File: src/rtl/pipeline_hazard_ctrl_if.sv
// Hazard controller bundle: pipeline status inputs and register enable/flush strobes.
// The datapath side drives the master modport and the controller takes the slave modport.
interface pipeline_hazard_ctrl_if #(
  parameter int CNT_W = 16
);
  logic             ihit;
  logic             dhit;
  logic             mem_dREN;
  logic             mem_dWEN;
  logic             mem_pc_mux;
  logic             ld_use;
  logic             wb_halt;
  logic             pc_en;
  logic             ifid_en;
  logic             idex_en;
  logic             exmem_en;
  logic             memwb_en;
  logic             ifid_flush;
  logic             idex_flush;
  logic             exmem_flush;
  logic             halt;
  logic [CNT_W-1:0] stall_cnt;

  modport master (
    output ihit, dhit, mem_dREN, mem_dWEN, mem_pc_mux, ld_use, wb_halt,
    input  pc_en, ifid_en, idex_en, exmem_en, memwb_en,
    input  ifid_flush, idex_flush, exmem_flush, halt, stall_cnt
  );

  modport slave (
    input  ihit, dhit, mem_dREN, mem_dWEN, mem_pc_mux, ld_use, wb_halt,
    output pc_en, ifid_en, idex_en, exmem_en, memwb_en,
    output ifid_flush, idex_flush, exmem_flush, halt, stall_cnt
  );
endinterface

File: src/rtl/pipeline_hazard_ctrl.sv
// Pipeline register sequencer: per-stage enable/flush from hits, hazards and redirects.
// Strobes are combinational from state and inputs; halt state, pending flush and stall counter are registered.
module pipeline_hazard_ctrl #(
  parameter int CNT_W = 16
) (
  input  logic                 CLK,
  input  logic                 RST,
  pipeline_hazard_ctrl_if.slave hz
);

  typedef enum logic [1:0] {
    S_RUN   = 2'd0,
    S_DWAIT = 2'd1,
    S_HALT  = 2'd2
  } state_t;

  state_t           state_q, state_d;
  logic             pend_q, pend_d;
  logic [CNT_W-1:0] cnt_q, cnt_d;

  logic pc_en_o, ifid_en_o, idex_en_o, exmem_en_o, memwb_en_o;
  logic ifid_flush_o, idex_flush_o, exmem_flush_o, halt_o;
  logic memstall;

  assign memstall = (hz.mem_dREN | hz.mem_dWEN) & ~hz.dhit;

  always_comb begin
    state_d       = state_q;
    pend_d        = pend_q;
    pc_en_o       = 1'b0;
    ifid_en_o     = 1'b0;
    idex_en_o     = 1'b0;
    exmem_en_o    = 1'b0;
    memwb_en_o    = 1'b0;
    ifid_flush_o  = 1'b0;
    idex_flush_o  = 1'b0;
    exmem_flush_o = 1'b0;
    halt_o        = 1'b0;
    if (!RST) begin
      if (state_q == S_HALT) begin
        halt_o = 1'b1;
      end else if (hz.wb_halt) begin
        halt_o  = 1'b1;
        state_d = S_HALT;
      end else if (memstall) begin
        state_d = S_DWAIT;
      end else begin
        state_d = S_RUN;
        if (hz.mem_pc_mux) begin
          idex_en_o     = 1'b1;
          exmem_en_o    = 1'b1;
          memwb_en_o    = 1'b1;
          idex_flush_o  = 1'b1;
          exmem_flush_o = 1'b1;
          // Without a fetch the IF/ID clear cannot land yet, so remember it.
          if (hz.ihit) begin
            pc_en_o      = 1'b1;
            ifid_en_o    = 1'b1;
            ifid_flush_o = 1'b1;
            pend_d       = 1'b0;
          end else begin
            pend_d = 1'b1;
          end
        end else if (hz.ld_use || !hz.ihit) begin
          idex_en_o    = 1'b1;
          idex_flush_o = 1'b1;
          exmem_en_o   = 1'b1;
          memwb_en_o   = 1'b1;
        end else begin
          pc_en_o      = 1'b1;
          ifid_en_o    = 1'b1;
          idex_en_o    = 1'b1;
          exmem_en_o   = 1'b1;
          memwb_en_o   = 1'b1;
          ifid_flush_o = pend_q;
          pend_d       = 1'b0;
        end
      end
    end
  end

  always_comb begin
    cnt_d = cnt_q;
    if (!memwb_en_o && state_q != S_HALT && cnt_q != {CNT_W{1'b1}}) begin
      cnt_d = cnt_q + {{(CNT_W-1){1'b0}}, 1'b1};
    end
  end

  always_ff @(posedge CLK or posedge RST) begin
    if (RST) begin
      state_q <= S_RUN;
      pend_q  <= 1'b0;
      cnt_q   <= '0;
    end else begin
      state_q <= state_d;
      pend_q  <= pend_d;
      cnt_q   <= cnt_d;
    end
  end

  assign hz.pc_en       = pc_en_o;
  assign hz.ifid_en     = ifid_en_o;
  assign hz.idex_en     = idex_en_o;
  assign hz.exmem_en    = exmem_en_o;
  assign hz.memwb_en    = memwb_en_o;
  assign hz.ifid_flush  = ifid_flush_o;
  assign hz.idex_flush  = idex_flush_o;
  assign hz.exmem_flush = exmem_flush_o;
  assign hz.halt        = halt_o;
  assign hz.stall_cnt   = cnt_q;

endmodule

File: src/flat_wrapper.sv
// flat-port wrapper written by rule: the top's interface ports become plain ports
module pipeline_hazard_ctrl_flat 
#(
  parameter int CNT_W = 16
)
  (CLK, RST, hz_ihit, hz_dhit, hz_mem_dREN, hz_mem_dWEN, hz_mem_pc_mux, hz_ld_use, hz_wb_halt, hz_pc_en, hz_ifid_en, hz_idex_en, hz_exmem_en, hz_memwb_en, hz_ifid_flush, hz_idex_flush, hz_exmem_flush, hz_halt, hz_stall_cnt);
  pipeline_hazard_ctrl_if #(.CNT_W(CNT_W)) hz_i ();
  input  logic CLK;
  input  logic RST;
  input wire logic [$bits(hz_i.ihit)-1:0] hz_ihit;
  input wire logic [$bits(hz_i.dhit)-1:0] hz_dhit;
  input wire logic [$bits(hz_i.mem_dREN)-1:0] hz_mem_dREN;
  input wire logic [$bits(hz_i.mem_dWEN)-1:0] hz_mem_dWEN;
  input wire logic [$bits(hz_i.mem_pc_mux)-1:0] hz_mem_pc_mux;
  input wire logic [$bits(hz_i.ld_use)-1:0] hz_ld_use;
  input wire logic [$bits(hz_i.wb_halt)-1:0] hz_wb_halt;
  output wire logic [$bits(hz_i.pc_en)-1:0] hz_pc_en;
  output wire logic [$bits(hz_i.ifid_en)-1:0] hz_ifid_en;
  output wire logic [$bits(hz_i.idex_en)-1:0] hz_idex_en;
  output wire logic [$bits(hz_i.exmem_en)-1:0] hz_exmem_en;
  output wire logic [$bits(hz_i.memwb_en)-1:0] hz_memwb_en;
  output wire logic [$bits(hz_i.ifid_flush)-1:0] hz_ifid_flush;
  output wire logic [$bits(hz_i.idex_flush)-1:0] hz_idex_flush;
  output wire logic [$bits(hz_i.exmem_flush)-1:0] hz_exmem_flush;
  output wire logic [$bits(hz_i.halt)-1:0] hz_halt;
  output wire logic [$bits(hz_i.stall_cnt)-1:0] hz_stall_cnt;
  assign hz_i.ihit = hz_ihit;
  assign hz_i.dhit = hz_dhit;
  assign hz_i.mem_dREN = hz_mem_dREN;
  assign hz_i.mem_dWEN = hz_mem_dWEN;
  assign hz_i.mem_pc_mux = hz_mem_pc_mux;
  assign hz_i.ld_use = hz_ld_use;
  assign hz_i.wb_halt = hz_wb_halt;
  assign hz_pc_en = hz_i.pc_en;
  assign hz_ifid_en = hz_i.ifid_en;
  assign hz_idex_en = hz_i.idex_en;
  assign hz_exmem_en = hz_i.exmem_en;
  assign hz_memwb_en = hz_i.memwb_en;
  assign hz_ifid_flush = hz_i.ifid_flush;
  assign hz_idex_flush = hz_i.idex_flush;
  assign hz_exmem_flush = hz_i.exmem_flush;
  assign hz_halt = hz_i.halt;
  assign hz_stall_cnt = hz_i.stall_cnt;
  pipeline_hazard_ctrl #(.CNT_W(CNT_W)) u_core (.CLK(CLK), .RST(RST), .hz(hz_i));
endmodule
File: config.mk
export PLATFORM = sky130hd
export DESIGN_NAME = pipeline_hazard_ctrl_flat
export DESIGN_NICKNAME = d
export VERILOG_FILES = /design/src/rtl/pipeline_hazard_ctrl_if.sv /design/src/rtl/pipeline_hazard_ctrl.sv /design/src/flat_wrapper.sv
export SDC_FILE = /design/constraint.sdc
export NUM_CORES = 1
export LEC_CHECK = 0
export ABC_CLOCK_PERIOD_IN_PS = 1900
export CAP_MARGIN = 5
export CORE_MARGIN = 5
export CORE_UTILIZATION = 40
export CTS_CLUSTER_DIAMETER = 30
export DETAILED_ROUTE_END_ITERATION = 8
export PLACE_DENSITY = 0.77
export SLEW_MARGIN = 20
export SYNTH_ARGS = -nofsm -noshare
export SYNTH_HDL_FRONTEND = slang
export SYNTH_SLANG_ARGS = --single-unit
File: constraint.sdc
create_clock -name CLK -period 1.9 [get_ports CLK]
set_input_delay 0.57 -clock CLK [delete_from_list [all_inputs] [get_ports CLK]]
set_output_delay 0.57 -clock CLK [all_outputs]
set_load 0.02 [all_outputs]
# Yosys cells after proc, flatten, opt, wreduce, memory -nomap -nowiden
# Cells that the tools add are included.
[word_totals]
reg_bits = 19
in_bits = 9
output_inout_bits = 25
[classes]
add_sub_neg = 1
n_eq_ne = 4
n_mux = 36
bitwise_logic = 7
n_reduce_logical = 7
[op_table]
columns = ["cell", "count"]
rows = [
  ["$mux 1", 35],
  ["$add 16x1->16 const B", 1],
  ["$ne 16x16->1 const B", 1],
  ["$not 1->1", 5],
  ["$reduce_and 5->1", 1],
  ["$ne 2x2->1 const B", 2],
  ["$eq 2x2->1 const B", 1],
  ["$logic_and 1x1->1", 2],
  ["$logic_not 1->1", 2],
  ["$mux 2", 1],
  ["$reduce_and 2->1", 1],
  ["$and 1x1->1", 1],
  ["$logic_or 1x1->1", 1],
  ["$or 1x1->1", 1],
]

# Logic depth before layout (Yosys ltp)
# Gate-level depths: netlist of the first run.
[logic_depth]
ltp_word = 9
depth_mapped = 5
mapped_depth_nobuf = 5

# Worst setup path before layout of the first run
# OpenSTA, ideal clock, no wires.
[synth_path]
path_type = "in2out"
from = "in hz_mem_dWEN"
to = "out hz_pc_en"
t_arrival_ns = 1.811
required_time_ns = 1.330
setup_slack_ns = -0.481
cell_stages = 5
cell_sequence = "o21bai_1 > and3_1 > clkbuf_1 > o211a_1 > buf_4"
[synth_between]
elab_chain_len = 6
[synth_lines]
columns = ["item", "line_no", "rtl"]
rows = [
  ["from (decl)", "flat_wrapper.sv:13", "input wire logic [$bits(hz_i.mem_dWEN)-1:0] hz_mem_dWEN;"],
  ["$or 1x1->1", "pipeline_hazard_ctrl.sv:25", "assign memstall = (hz.mem_dREN | hz.mem_dWEN) & ~hz.dhit;"],
  ["$and 1x1->1", "pipeline_hazard_ctrl.sv:25", ""],
  ["$mux 1 (4 in a row)", "-", ""],
  ["to (decl)", "flat_wrapper.sv:17", "output wire logic [$bits(hz_i.pc_en)-1:0] hz_pc_en;"],
]
# No other way between the ends.

# Final worst setup path of the first run
[layout_path]
from = "in hz_mem_dREN"
to = "out hz_ifid_en"
[layout_between]
elab_chain_len = 6
[layout_lines]
columns = ["item", "line_no", "rtl"]
rows = [
  ["from (decl)", "flat_wrapper.sv:12", "input wire logic [$bits(hz_i.mem_dREN)-1:0] hz_mem_dREN;"],
  ["$or 1x1->1", "pipeline_hazard_ctrl.sv:25", ""],
  ["$and 1x1->1", "pipeline_hazard_ctrl.sv:25", ""],
  ["$mux 1", "pipeline_hazard_ctrl.sv:45", "end else if (memstall) begin"],
  ["$mux 1", "pipeline_hazard_ctrl.sv:42", "end else if (hz.wb_halt) begin"],
  ["$mux 1", "pipeline_hazard_ctrl.sv:40", "if (state_q == S_HALT) begin"],
  ["$mux 1", "pipeline_hazard_ctrl.sv:39", "if (!RST) begin"],
  ["to (decl)", "flat_wrapper.sv:18", "output wire logic [$bits(hz_i.ifid_en)-1:0] hz_ifid_en;"],
]
# No other way between the ends.

==> impl_metrics.py, run 1 <==
metrics = {
    "run_status": {
        "status": "finished, violations left",
        "violations": "negative setup slack",
    },
    "detailed_routing": {
        "ant_nets": 0,
        "wire_per_inst_um": 14.1,
        "via_per_inst": 5.44,
        "dr.pass1.iters": 4,
        "wl_mm": 2.66,
        "vias": 1029,
        "post-route-drc-count": 0,
        "drtIter0Drc": 37,
    },
    "global_route": {
        "antenna_found_initial": 0,
        "grt_max_degree": 12,
        "grtUsageTotal_pct": 13.7,
        "grt_pass1_wl_mm": 4.59,
        "grt-ovfl-total": 0,
        "grt_pass1_vias": 1070,
    },
    "power": {
        "pwr-share-clk_pct": 12.7,
        "p_int_uw": 938,
        "p_leak_nw": 0.745,
        "p_seq_share_pct": 42.8,
        "pwr-share-comb_pct": 44.5,
        "p_total_mw": 1.62,
        "power_density_nw_per_um2": 1020,
        "p_switching_uw": 682,
        "swShare_pct": 42.1,
        "peakVddDrop_mv": 0.821,
    },
    "finish": {
        "final_nets": 169,
        "fin_cells": 189,
        "final_cell_area_um2": 1590,
        "antenna_cells": 0,
        "area_growth_pct": 43.4,
        "final_core_util_pct": 58.6,
        "fillers": 259,
        "drive_above_1_share_pct": 32.3,
        "multi_input_area_um2": 626,
        "sequential_cell_area_um2": 475,
        "layout_common_cells": "19 x dfrtp_1, 18 x dlygate4sd2_1, 14 x buf_4, 9 x buf_6",
        "layout_commonest_cell": "dfrtp_1",
    },
    "critical_path": {
        "cp_max_fo": 8,
        "r2r_setup_slack_ns": 0.08,
        "crit_chain": "buf_6 -> o21bai_4 -> and3_4 -> o211a_4 -> buf_6",
        "cp_common_cell": "buf_6",
        "critPathArrivalTime_ns": 1.34,
        "worstPathRequired_ns": 1.33,
        "critical_path_buf_inv_count": 2,
        "slowest_stage": "and3_4",
        "rr_worst_depth": 7,
        "start_kind": "input pin",
        "critical_path_class": "in2out",
        "max_stage_delay_ns": 0.24,
        "r2r_end": "u_core.hz.stall_cnt[5]$_DFFE_PP0P_",
        "endpoint_kind": "output port",
        "path_delay_family": "compound AO/OA/AOI/OAI gates",
        "rr_startpoint": "u_core.state_q[1]$_DFFE_PP0P_",
    },
    "floorplan": {
        "die_area_um2": 3920,
        "coreArea_um2": 2710,
        "top_level_ports": 34,
        "chipWidth_um": 62.6,
        "fp.dieH_um": 62.6,
        "start_util_pct": 40.9,
        "rows": 19,
    },
    "logic_synthesis": {
        "async_reset_ff_share_pct": 100,
        "syn_area_per_cell_um2": 9.80,
        "ys_seq_area_share_pct": 42.9,
        "synth-seq-cells": 19,
        "yosysWarnings": 0,
        "synth_top_area_share_pct": 42.9,
        "syn_area_um2": 1110,
        "synth_edf_count": 0,
        "synth_ff_type": "dfrtp_1",
        "synth_area_leaders": "dfrtp_1 43%, xor2_1 6.3%, nor4_1 4.0%",
        "synth_fp_nets": 123,
        "synth_cell_types": 39,
        "yosys.area.top_type": "dfrtp_1",
        "synth_cells": 113,
    },
    "timing": {
        "fin_setup_tns_ns": -0.0397,
        "min_period_ns": 1.91,
        "max_slew_margin_pct": 74.9,
        "setup_viol": 3,
        "layout_setup_ws_ns": -0.0147,
        "grt_setup_unrepaired": "yes",
        "fmax_mhz": 522,
        "finalHoldViolCount": 0,
        "period_share_pct": 101,
        "worst_pin_slew_ns": 0.373,
        "slew_violations": 0,
        "skew_ns": 0.00817,
    },
    "cts": {
        "path_clk_slew_ns": 0.11,
        "htreeDepth": 1,
        "numCtsBuffers": 3,
        "cts_hold_buf": 0,
        "clockBufferDepth": 2,
        "root_buffer": "clkbuf_4",
        "cts.sinks": 19,
        "tritoncts": "yes",
        "clk_latency_ns": 0.30,
        "cts_setup_buffers": 0,
    },
    "min_path": {
        "hold_class": "in2async",
    },
    "placed_design": {
        "place_area_um2": 1580,
        "placed_cells": 185,
        "portBuffers": 33,
        "routabilityCongestion": 0.817,
        "hpwl_mm": 2.12,
    },
    "flow_run": {
        "cap_violations": 0,
    },
}
-- repair_timing --
item / 4_1_cts / 5_1_grt
gates resized for setup: 85 / 10
pin swaps: 5 / 2
endpoints found under the setup margin: 33 / 9
-- registers in the layout, indices dropped and copies added (netlist names) --
signal	count
u_core.pend_q	1
u_core.state_q	2
u_core.hz.stall_cnt	16
-- synthesized netlist by cell type, types with 2 or more instances --
cell type / count
nor3_1: 2
and2_1: 2
mux2_2: 2
o21ai_0: 3
nor2_1: 7
nand2b_1: 2
nand4_2: 2
xor2_1: 8
nand3_1: 7
dfrtp_1: 19
and4_1: 2
clkbuf_1: 2
a21oi_1: 4
nor4_1: 7
inv_1: 6
nand2_1: 9
nand4_1: 2
o31a_1: 2
xnor2_1: 3
buf_4: 3
-- metrics by stage --
step	worst slack, ns	hold WS, ns
after floorplan	-0.0412	0.478
after global placement	-0.827	0.512
after detailed placement	-0.886	0.513
after CTS	-0.0219	0.293
after global routing	-0.0475	0.297
final	-0.0147	0.281
-- logic make-up after synthesis --
logic type               share of synthesized area, %
AO/OA/AOI/OAI                                    9.83
multiplexers                                     4.29
XOR/XNOR                                         8.70
buffers and inverters                            5.20
AND/OR/NAND/NOR                                  27.9
adder cells (fa/ha/maj)                          1.13
flip-flops                                       42.9
-- how the worst max path moves through the flow --
| stage | from | endpoint | slack [ns] | cells after the start |
|---|---|---|---|---|
| after floorplan | hz_mem_dWEN | hz_pc_en | -0.04 | 5 |
| after global placement | hz_mem_dWEN | hz_ifid_flush | -0.83 | 6 |
| after detailed placement | hz_mem_dWEN | hz_ifid_flush | -0.89 | 6 |
| after CTS | hz_mem_dREN | hz_ifid_en | -0.02 | 5 |
| after global routing | hz_mem_dREN | hz_ifid_en | -0.05 | 5 |
| final | hz_mem_dREN | hz_ifid_en | -0.01 | 5 |
-- metal layers --
layer / wire length, um / vias to the layer above / share of wire, % / GRT usage (%)
met5: 0 / - / 0 / 0
met4: 9 / 0 / 0.34 / 2.92
met3: 169 / 2 / 6.4 / 3.60
met2: 1370 / 34 / 51 / 25.8
met1: 1110 / 500 / 42 / 15.3
li1: - / 493 / - / -
-- final cells by class --
cell class / count / area share, %
inverter: 6 / 1.42
timing repair buffer: 47 / 25.1
sequential: 19 / 29.9
multi-input combinational: 82 / 39.4
tap: 31 / 2.44
clock buffer: 4 / 1.65
-- worst min-delay path: stages --
cell   delay, ns
buf_6       0.09
buf_4       0.13
inv_1       0.17
-- power by group through the flow --
stage | registers (mW) | clock network [mW] | logic, mW
3_5_place_dp | 0.702 | 0 | 0.779
3_3_place_gp | 0.691 | 0 | 0.769
6_report | 0.693 | 0.206 | 0.722
5_1_grt | 0.724 | 0.221 | 0.778
2_1_floorplan | 0.795 | 0 | 0.321
4_1_cts | 0.692 | 0.203 | 0.709
Power figures use the tool's default switching activity.
==> run 2, diff against run 1 <==
- CAP_MARGIN: 5 -> unset
- SLEW_MARGIN: 20 -> unset
==> results of run 2 <==
The final DEF is identical to that of run 1; final timing and power are the same.
